### config.mk
export PLATFORM = sky130hd
export DESIGN_NAME = rc4_prga_gen
export DESIGN_NICKNAME = d
export VERILOG_FILES = /design/src/rtl/rc4_pkg.sv /design/src/rtl/rc4_prga_gen.sv
export SDC_FILE = /design/constraint.sdc
export NUM_CORES = 1
export LEC_CHECK = 0
export ABC_AREA = 1
export CORE_MARGIN = 1.5
export CORE_UTILIZATION = 61
export DETAILED_ROUTE_END_ITERATION = 12
export HOLD_SLACK_MARGIN = 0.08
export PLACE_DENSITY = 0.86
export SKIP_CTS_REPAIR_TIMING = 1
export SYNTH_ARGS = -nofsm -noshare
export SYNTH_HDL_FRONTEND = slang
export SYNTH_SLANG_ARGS = --single-unit
### constraint.sdc
create_clock -name clk -period 3.4 [get_ports clk]
set_input_delay 0.51 -clock clk [delete_from_list [all_inputs] [get_ports clk]]
set_output_delay 0.51 -clock clk [all_outputs]
set_load 0.005 [all_outputs]
### src/rtl/rc4_pkg.sv
// Shared types and constants for the parametrised RC4 keystream generator.
package rc4_pkg;

    typedef enum logic [3:0] {
        ST_IDLE,
        ST_LEN_RD,
        ST_LEN_WT,
        ST_SI_RD,
        ST_SI_WT,
        ST_SJ_WT,
        ST_SWP_I,
        ST_K_RD,
        ST_K_WT,
        ST_DONE
    } prga_state_t;

    localparam logic       PRGA_MODE_DECRYPT   = 1'b0;
    localparam logic       PRGA_MODE_KEYSTREAM = 1'b1;
    localparam logic [7:0] LEN_ADDR            = 8'h00;

endpackage

### src/rtl/rc4_prga_gen.sv
// RC4 pseudo-random generation stage with configurable S-box width, drop[n]
// discard phase and decrypt/keystream output modes.
module rc4_prga_gen
    import rc4_pkg::*;
#(
    parameter int AW   = 8,
    parameter int DROP = 0
) (
    input  logic          clk,
    input  logic          rst,
    input  logic          en,
    input  logic          mode,
    output logic          rdy,
    output logic          done,
    output logic [AW-1:0] s_addr,
    output logic [AW-1:0] s_wrdata,
    output logic          s_wren,
    input  logic [AW-1:0] s_rddata,
    output logic [7:0]    ct_addr,
    input  logic [7:0]    ct_rddata,
    output logic [7:0]    pt_addr,
    output logic [7:0]    pt_wrdata,
    output logic          pt_wren
);

    localparam logic [AW-1:0] ONE = AW'(1);

    prga_state_t   state;
    logic [AW-1:0] i, j, si, sj;
    logic [7:0]    k, len;
    logic [10:0]   drop_cnt;
    logic          mode_q;
    logic [AW-1:0] s_addr_q;
    logic [7:0]    ct_addr_q, pt_addr_q;

    logic [7:0] pad;
    logic       drop_active, last_byte;

    assign pad         = 8'(s_rddata);
    assign drop_active = (drop_cnt != 11'd0);
    // A zero-length run with a drop phase ends on the last discarded byte.
    assign last_byte   = drop_active ? ((drop_cnt == 11'd1) && (len == 8'd0))
                                     : (k == len);

    assign rdy  = (state == ST_IDLE) && !rst;
    assign done = (state == ST_DONE) && !rst;

    always_comb begin
        s_addr    = s_addr_q;
        s_wrdata  = '0;
        s_wren    = 1'b0;
        ct_addr   = ct_addr_q;
        pt_addr   = pt_addr_q;
        pt_wrdata = '0;
        pt_wren   = 1'b0;
        case (state)
            ST_LEN_RD: ct_addr = LEN_ADDR;
            ST_LEN_WT: begin
                pt_addr   = LEN_ADDR;
                pt_wrdata = ct_rddata;
                pt_wren   = 1'b1;
            end
            ST_SI_RD: s_addr = i + ONE;
            ST_SI_WT: s_addr = j + s_rddata;
            ST_SJ_WT: begin
                s_addr   = j;
                s_wrdata = si;
                s_wren   = 1'b1;
            end
            ST_SWP_I: begin
                s_addr   = i;
                s_wrdata = sj;
                s_wren   = 1'b1;
            end
            ST_K_RD: begin
                s_addr  = si + sj;
                ct_addr = k;
            end
            ST_K_WT: begin
                if (!drop_active) begin
                    pt_addr   = k;
                    pt_wrdata = (mode_q == PRGA_MODE_KEYSTREAM) ? pad : (ct_rddata ^ pad);
                    pt_wren   = 1'b1;
                end
            end
            default: ;
        endcase
        // Reset aborts at once: no write may land in the cycle it is raised.
        if (rst) begin
            s_wren  = 1'b0;
            pt_wren = 1'b0;
        end
    end

    always_ff @(posedge clk) begin
        if (rst) begin
            state     <= ST_IDLE;
            i         <= '0;
            j         <= '0;
            si        <= '0;
            sj        <= '0;
            k         <= '0;
            len       <= '0;
            drop_cnt  <= '0;
            mode_q    <= 1'b0;
            s_addr_q  <= '0;
            ct_addr_q <= '0;
            pt_addr_q <= '0;
        end else begin
            s_addr_q  <= s_addr;
            ct_addr_q <= ct_addr;
            pt_addr_q <= pt_addr;
            case (state)
                ST_IDLE: begin
                    if (en) begin
                        i        <= '0;
                        j        <= '0;
                        k        <= 8'd1;
                        drop_cnt <= 11'(DROP);
                        mode_q   <= mode;
                        state    <= ST_LEN_RD;
                    end
                end
                ST_LEN_RD: state <= ST_LEN_WT;
                ST_LEN_WT: begin
                    len   <= ct_rddata;
                    state <= ((ct_rddata == 8'd0) && !drop_active) ? ST_DONE : ST_SI_RD;
                end
                ST_SI_RD: begin
                    i     <= i + ONE;
                    state <= ST_SI_WT;
                end
                ST_SI_WT: begin
                    si    <= s_rddata;
                    j     <= j + s_rddata;
                    state <= ST_SJ_WT;
                end
                ST_SJ_WT: begin
                    sj    <= s_rddata;
                    state <= ST_SWP_I;
                end
                ST_SWP_I: state <= ST_K_RD;
                ST_K_RD:  state <= ST_K_WT;
                ST_K_WT: begin
                    if (drop_active) begin
                        drop_cnt <= drop_cnt - 11'd1;
                    end else begin
                        k <= k + 8'd1;
                    end
                    state <= last_byte ? ST_DONE : ST_SI_RD;
                end
                ST_DONE: state <= ST_IDLE;
                default: state <= ST_IDLE;
            endcase
        end
    end

endmodule

# After elaboration in Yosys (flattened, before gate mapping)
# Index checks and enable logic that the tools add are counted.
op_classes:
  add_sub_neg: 5
  n_lt_le_gt_ge: 0
  n_reduce_logical: 19
  n_bitwise: 1
  n_eq_ne: 14
  div_mod_pow: 0
  mux: 27
  n_shift: 0
  mul: 0
ops:
  columns: ["operator", "n"]
  rows:
  - ["8-bit one-hot mux with 2 select lines", 7]
  - ["8-bit 2-to-1 mux", 6]
  - ["8-bit one-hot mux with 5 select lines", 1]
  - ["4-bit one-hot mux with 9 select lines", 1]
  - ["11-bit 2-to-1 mux", 2]
  - ["11-bit one-hot mux with 2 select lines", 1]
  - ["8-bit by 1-bit adder with 8-bit output (second input constant)", 2]
  - ["8-bit adder", 2]
  - ["4-bit by 3-bit == test with 1-bit output (second input constant)", 4]
  - ["8-bit zero test", 2]
  - ["4-bit 2-to-1 mux", 3]
  - ["11-bit by 1-bit == test with 1-bit output (second input constant)", 1]
  - ["11-bit nonzero test", 1]
  - ["11-bit by 1-bit subtractor with 11-bit output (second input constant)", 1]
  - ["4-bit by 2-bit == test with 1-bit output (second input constant)", 2]
  - ["4-bit == test (second input constant)", 2]
  - ["8-bit == test", 1]
  - ["8-bit bitwise XOR", 1]
  - ["2-bit inequality test (second input constant)", 3]
  - ["2-bit AND reduction", 3]
  - ["3-bit AND reduction", 2]
  - ["2-bit nonzero test", 3]
  - ["1-bit 2-to-1 mux", 5]
  - ["4-bit by 1-bit == test with 1-bit output (second input constant)", 1]
  - ["5 further kinds", 9]
word_totals:
  input_bits: 20
  out_inout_bits: 44
  latch_bits: 0
  mem_bits_ro: 0
  n_memories: 0
  wordCells: 78
  ff_bits: 88
  mem_bits_rw: 0

# Longest topological paths before layout
depth:
  word_depth: 5
  mapped_depth: 11
  mapped_depth_nobuf: 11

# Least setup slack after synthesis
# OpenSTA, ideal clock, no wires.
synth_path:
  path_kind: "input port to output port"
  startpoint: "input port s_rddata[0]"
  endpoint: "output port s_addr[2]"
  slack_ns: 1.063
  t_required_ns: 2.890
  t_arrival_ns: 1.827
  path_buffers: 0
  cell_stages: 7
  path_cell_list: "ha_1 fa_1 or2_2 nand3_1 nand2_1 nor3_1 nand3_1"
synth_between:
  elab_chain_cells: 2
synth_lines:
  columns: ["element", "line_no", "rtl"]
  rows:
  - ["start, declared", "rc4_prga_gen.sv:18", "input logic [AW-1:0] s_rddata,"]
  - ["8-bit adder", "rc4_prga_gen.sv:64", "ST_SI_WT: s_addr = j + s_rddata;"]
  - ["8-bit one-hot mux with 5 select lines", "rc4_prga_gen.sv:56", "case (state)"]
  - ["end, declared", "rc4_prga_gen.sv:15", "output logic [AW-1:0] s_addr,"]
# No other way between the ends.

# Final worst setup path
layout_path:
  startpoint: "input port s_rddata[2]"
  endpoint: "output port s_addr[7]"
# Same word-level chain as after synthesis.

==> parameters.txt <==
Parameter                              Value

Run status
  Status ... finished, final reports clean

Finish
  Area growth from synthesis to final layout ... 17.2%
  Number of fillers in the final layout ... 685
  Final design utilization ... 0.735
  Final antenna diode count ... 0
  Post-route cell area ... 6040 µm²
  Final cell count without fillers ... 956
  Net count of the finished layout ... 886
  Share of cells above drive strength 1 ... 0.0564

CTS
  Clock buffers created by TritonCTS ... 9
  Clock-pin slew on the worst setup and hold paths ... 0.09 ns
  Clk Latency, worst-skew pair ... 0.37 ns
  CTS tree ... yes
  H-tree lvl count ... 3
  Number of clock sinks ... 88
  Longest Clk Path Bufs ... 2
  Root Buffer ... sky130_fd_sc_hd__clkbuf_8

Pwr
  Areal power density over the cells ... 409 nW/µm²
  Static leakage ... 2.67 nW
  Total chip power ... 2.47 mW
  Combinational group share of total power ... 0.247
  Design internal power ... 1.65 mW
  Switching component of the power ... 0.817 mW
  Sw Ratio ... 0.331
  Sequential share of power ... 0.455
  Clock share of power ... 0.298
  Max VDD drop ... 0.241 mV

Global routing
  Global-route wire length before repair ... 21900 µm
  Global Route Usage Sum ... 0.312
  Number of global-route vias before repair ... 4866
  Aggregate global routing overflow ... 0
  Antenna violations before repair ... 0
  Maximum number of pins on one net before global-route repair ... 47

Critical path
  Worst-path cell with the longest stage delay ... sky130_fd_sc_hd__clkdlybuf4s50_1
  Worst reg2reg path startpoint ... drop_cnt[0]
  Delay of the slowest cell on the worst path ... 0.49 ns
  Startpoint Class ... input port
  Slack of the worst reg-to-reg path ... 1.37 ns
  Critical path endpoint ... s_addr[7]
  Worst-path maximum fanout ... 4
  Cell chain of the critical path ... clkdlybuf4s50_1, ha_1, or2_2, nand3_1, nand2_1, nand2_1, nand3_1, nand3_1, nand2_1, inv_1, clkdlybuf4s50_1
  Element type at the critical path end ... primary output
  CP Launch Point ... s_rddata[2]
  Arrival time at the worst endpoint ... 2.76 ns
  Worst reg2reg path depth ... 7
  Category of the most critical setup path ... input port to primary output
  Worst reg2reg path endpoint ... k[0]
  Required time of the critical path ... 2.89 ns

Detailed routing
  WL/cell ... 14.0 µm
  Final wirelength ... 13400 µm
  DR vias/cell ... 5.58
  Number of design-rule violations left by the first detailed-router iteration ... 234
  Residual DRC count ... 0
  Routed vias ... 5335
  Count of nets left with antenna violations after detail routing ... 0
  Number of iterations in the first detailed-routing pass ... 5

Placement
  Half-perimeter wire length after placement ... 9940 µm
  Port Buffer Count ... 63
  Number of cells in the design after placement ... 940
  Placement Setup Slack ... 0.0907 ns
  Placed Area ... 5840 µm²
  RePlAce Congestion ... 0.999

Yosys
  Post-synthesis instance total ... 786
  Number of distinct library cell variants in the gate-level netlist after synthesis ... 38
  Most numerous cell in the Yosys netlist ... sky130_fd_sc_hd__nand2_1
  Cell accounting for the most synthesized area ... sky130_fd_sc_hd__dfxtp_1
  Share of Yosys cell area claimed by the top area cell type ... 0.342
  Post-synthesis async set-or-reset flop share ... 0
  Most instantiated cells after synthesis ... 200 x sky130_fd_sc_hd__nand2_1, 117 x sky130_fd_sc_hd__nor2_1, 88 x sky130_fd_sc_hd__dfxtp_1, 85 x sky130_fd_sc_hd__inv_1, 62 x sky130_fd_sc_hd__a21oi_1
  Synthesized net count ... 826
  Synthesized flop and latch total ... 88
  Number of enable flip-flop cells after synthesis ... 0
  Synth Area per Inst ... 6.56 µm²
  Most used flip-flop cell after synthesis ... sky130_fd_sc_hd__dfxtp_1
  Sequential cell area fraction in the yosys report ... 0.342
  Top cells by area, synth ... sky130_fd_sc_hd__dfxtp_1 34%, sky130_fd_sc_hd__nand2_1 15%, sky130_fd_sc_hd__nor2_1 8.5%, sky130_fd_sc_hd__inv_1 6.2%, sky130_fd_sc_hd__a21oi_1 6.0%
  Post-synthesis instance area ... 5150 µm²
  YS warnings ... 0

Timing
  Post-route worst hold slack ... 0.477 ns
  Final worst clock skew ... 0.00737 ns
  Fmax ... 306 MHz
  Final period utilization ... 0.962
  Fin Setup TNS ... 0 ns
  Max-slew violation count ... 0
  Count of endpoints failing hold in the final timing report ... 0
  Slew margin rel. ... 0.416
  Minimum clock period after layout ... 3.27 ns
  Number of setup violations in the final report ... 0
  Slew at the pin with the worst max-slew slack ... 0.876 ns
  Unrepaired setup endpoints after global routing ... false
  Setup ws final ... 0.129 ns

Die
  Die outline width ... 94.9 µm
  Core Rows ... 33
  Effective utilization at floorplan ... 0.627
  Core ar. ... 8220 µm²
  # IOs ... 64
  Height of the die ... 94.9 µm
  Total Die Area ... 9010 µm²

Job
  Max cap viols ... 0

Hold path
  Class of the most critical hold timing path ... register to register
-- sequential cells by signal (all words and copies together) (netlist names) --
register   cells
drop_cnt      11
i              8
mode_q         1
si             8
j              8
k              8
pt_addr_q      8
sj             8
ct_addr_q      8
state          4
len            8
s_addr_q       8
-- power by group through the flow --
stage	logic, mW	registers [mW]	clock network, mW
3_5_place_dp	0.599	1.15	0
5_1_grt	0.680	1.13	0.779
2_1_floorplan	0.438	1.13	0
4_1_cts	0.602	1.12	0.732
3_3_place_gp	0.582	1.14	0
6_report	0.608	1.12	0.735
-- worst min path at each step --
| stage | slack, ns | from | cells after the start | to |
|---|---|---|---|---|
| 2_1_floorplan | 0.45 | pt_addr_q[1] | 2 | pt_addr_q[1] |
| 3_3_place_gp | 0.46 | pt_addr_q[1] | 2 | pt_addr_q[1] |
| 3_5_place_dp | 0.46 | pt_addr_q[1] | 2 | pt_addr_q[1] |
| 4_1_cts | 0.47 | pt_addr_q[1] | 2 | pt_addr_q[1] |
| 5_1_grt | 0.50 | pt_addr_q[3] | 2 | pt_addr_q[3] |
| 6_report | 0.48 | pt_addr_q[7] | 2 | pt_addr_q[7] |
-- layout make-up --
| type | count | area, µm² | area share |
|---|---|---|---|
| inverter | 93 | 352 | 0.0582 |
| clock inverter | 5 | 56.3 | 0.00933 |
| multi-input combinational | 584 | 2930 | 0.485 |
| tap | 105 | 131 | 0.0218 |
| clock buffer | 11 | 131 | 0.0218 |
| timing repair buffer | 70 | 678 | 0.112 |
| sequential | 88 | 1760 | 0.292 |
-- critical path, delay by kind of cell --
kind	cells	cell delay [ns]
buffers and inverters	3	1.00
and+or+nand+nor	7	0.89
adders and majority gates	1	0.36
-- per-layer routing --
layer,GRT usage,up-vias,wire [µm]
li1,-,2660,-
met1,0.371,2458,5570
met3,0.0515,45,724
met4,0.159,0,488
met5,0,-,0
met2,0.537,172,6640
-- layout by cell type, fill, tap and decap left out, types with 8 or more instances in the layout --
cell	instances
sky130_fd_sc_hd__a22o_1	8
sky130_fd_sc_hd__nand2_1	200
sky130_fd_sc_hd__nor2_1	117
sky130_fd_sc_hd__nand4_1	14
sky130_fd_sc_hd__a21oi_1	62
sky130_fd_sc_hd__nand3_1	58
sky130_fd_sc_hd__o21ai_0	31
sky130_fd_sc_hd__ha_1	18
sky130_fd_sc_hd__inv_1	85
sky130_fd_sc_hd__dfxtp_1	88
sky130_fd_sc_hd__nor3_1	8
sky130_fd_sc_hd__clkbuf_8	9
sky130_fd_sc_hd__o22ai_1	8
sky130_fd_sc_hd__xnor2_1	13
sky130_fd_sc_hd__clkdlybuf4s50_1	62
-- cell families (layout without fill, tap and decap cells) --
kind of cell,count (synthesis),in the layout,share of synthesized area
adder cells (fa/ha/maj),20,20,0.0515
flip-flops,88,88,0.342
AO/OA/AOI/OAI,124,124,0.134
buffers and inverters,114,179,0.0915
XOR/XNOR,20,20,0.0340
AND/OR/NAND/NOR,420,420,0.347
Power figures use the tool's default switching activity.
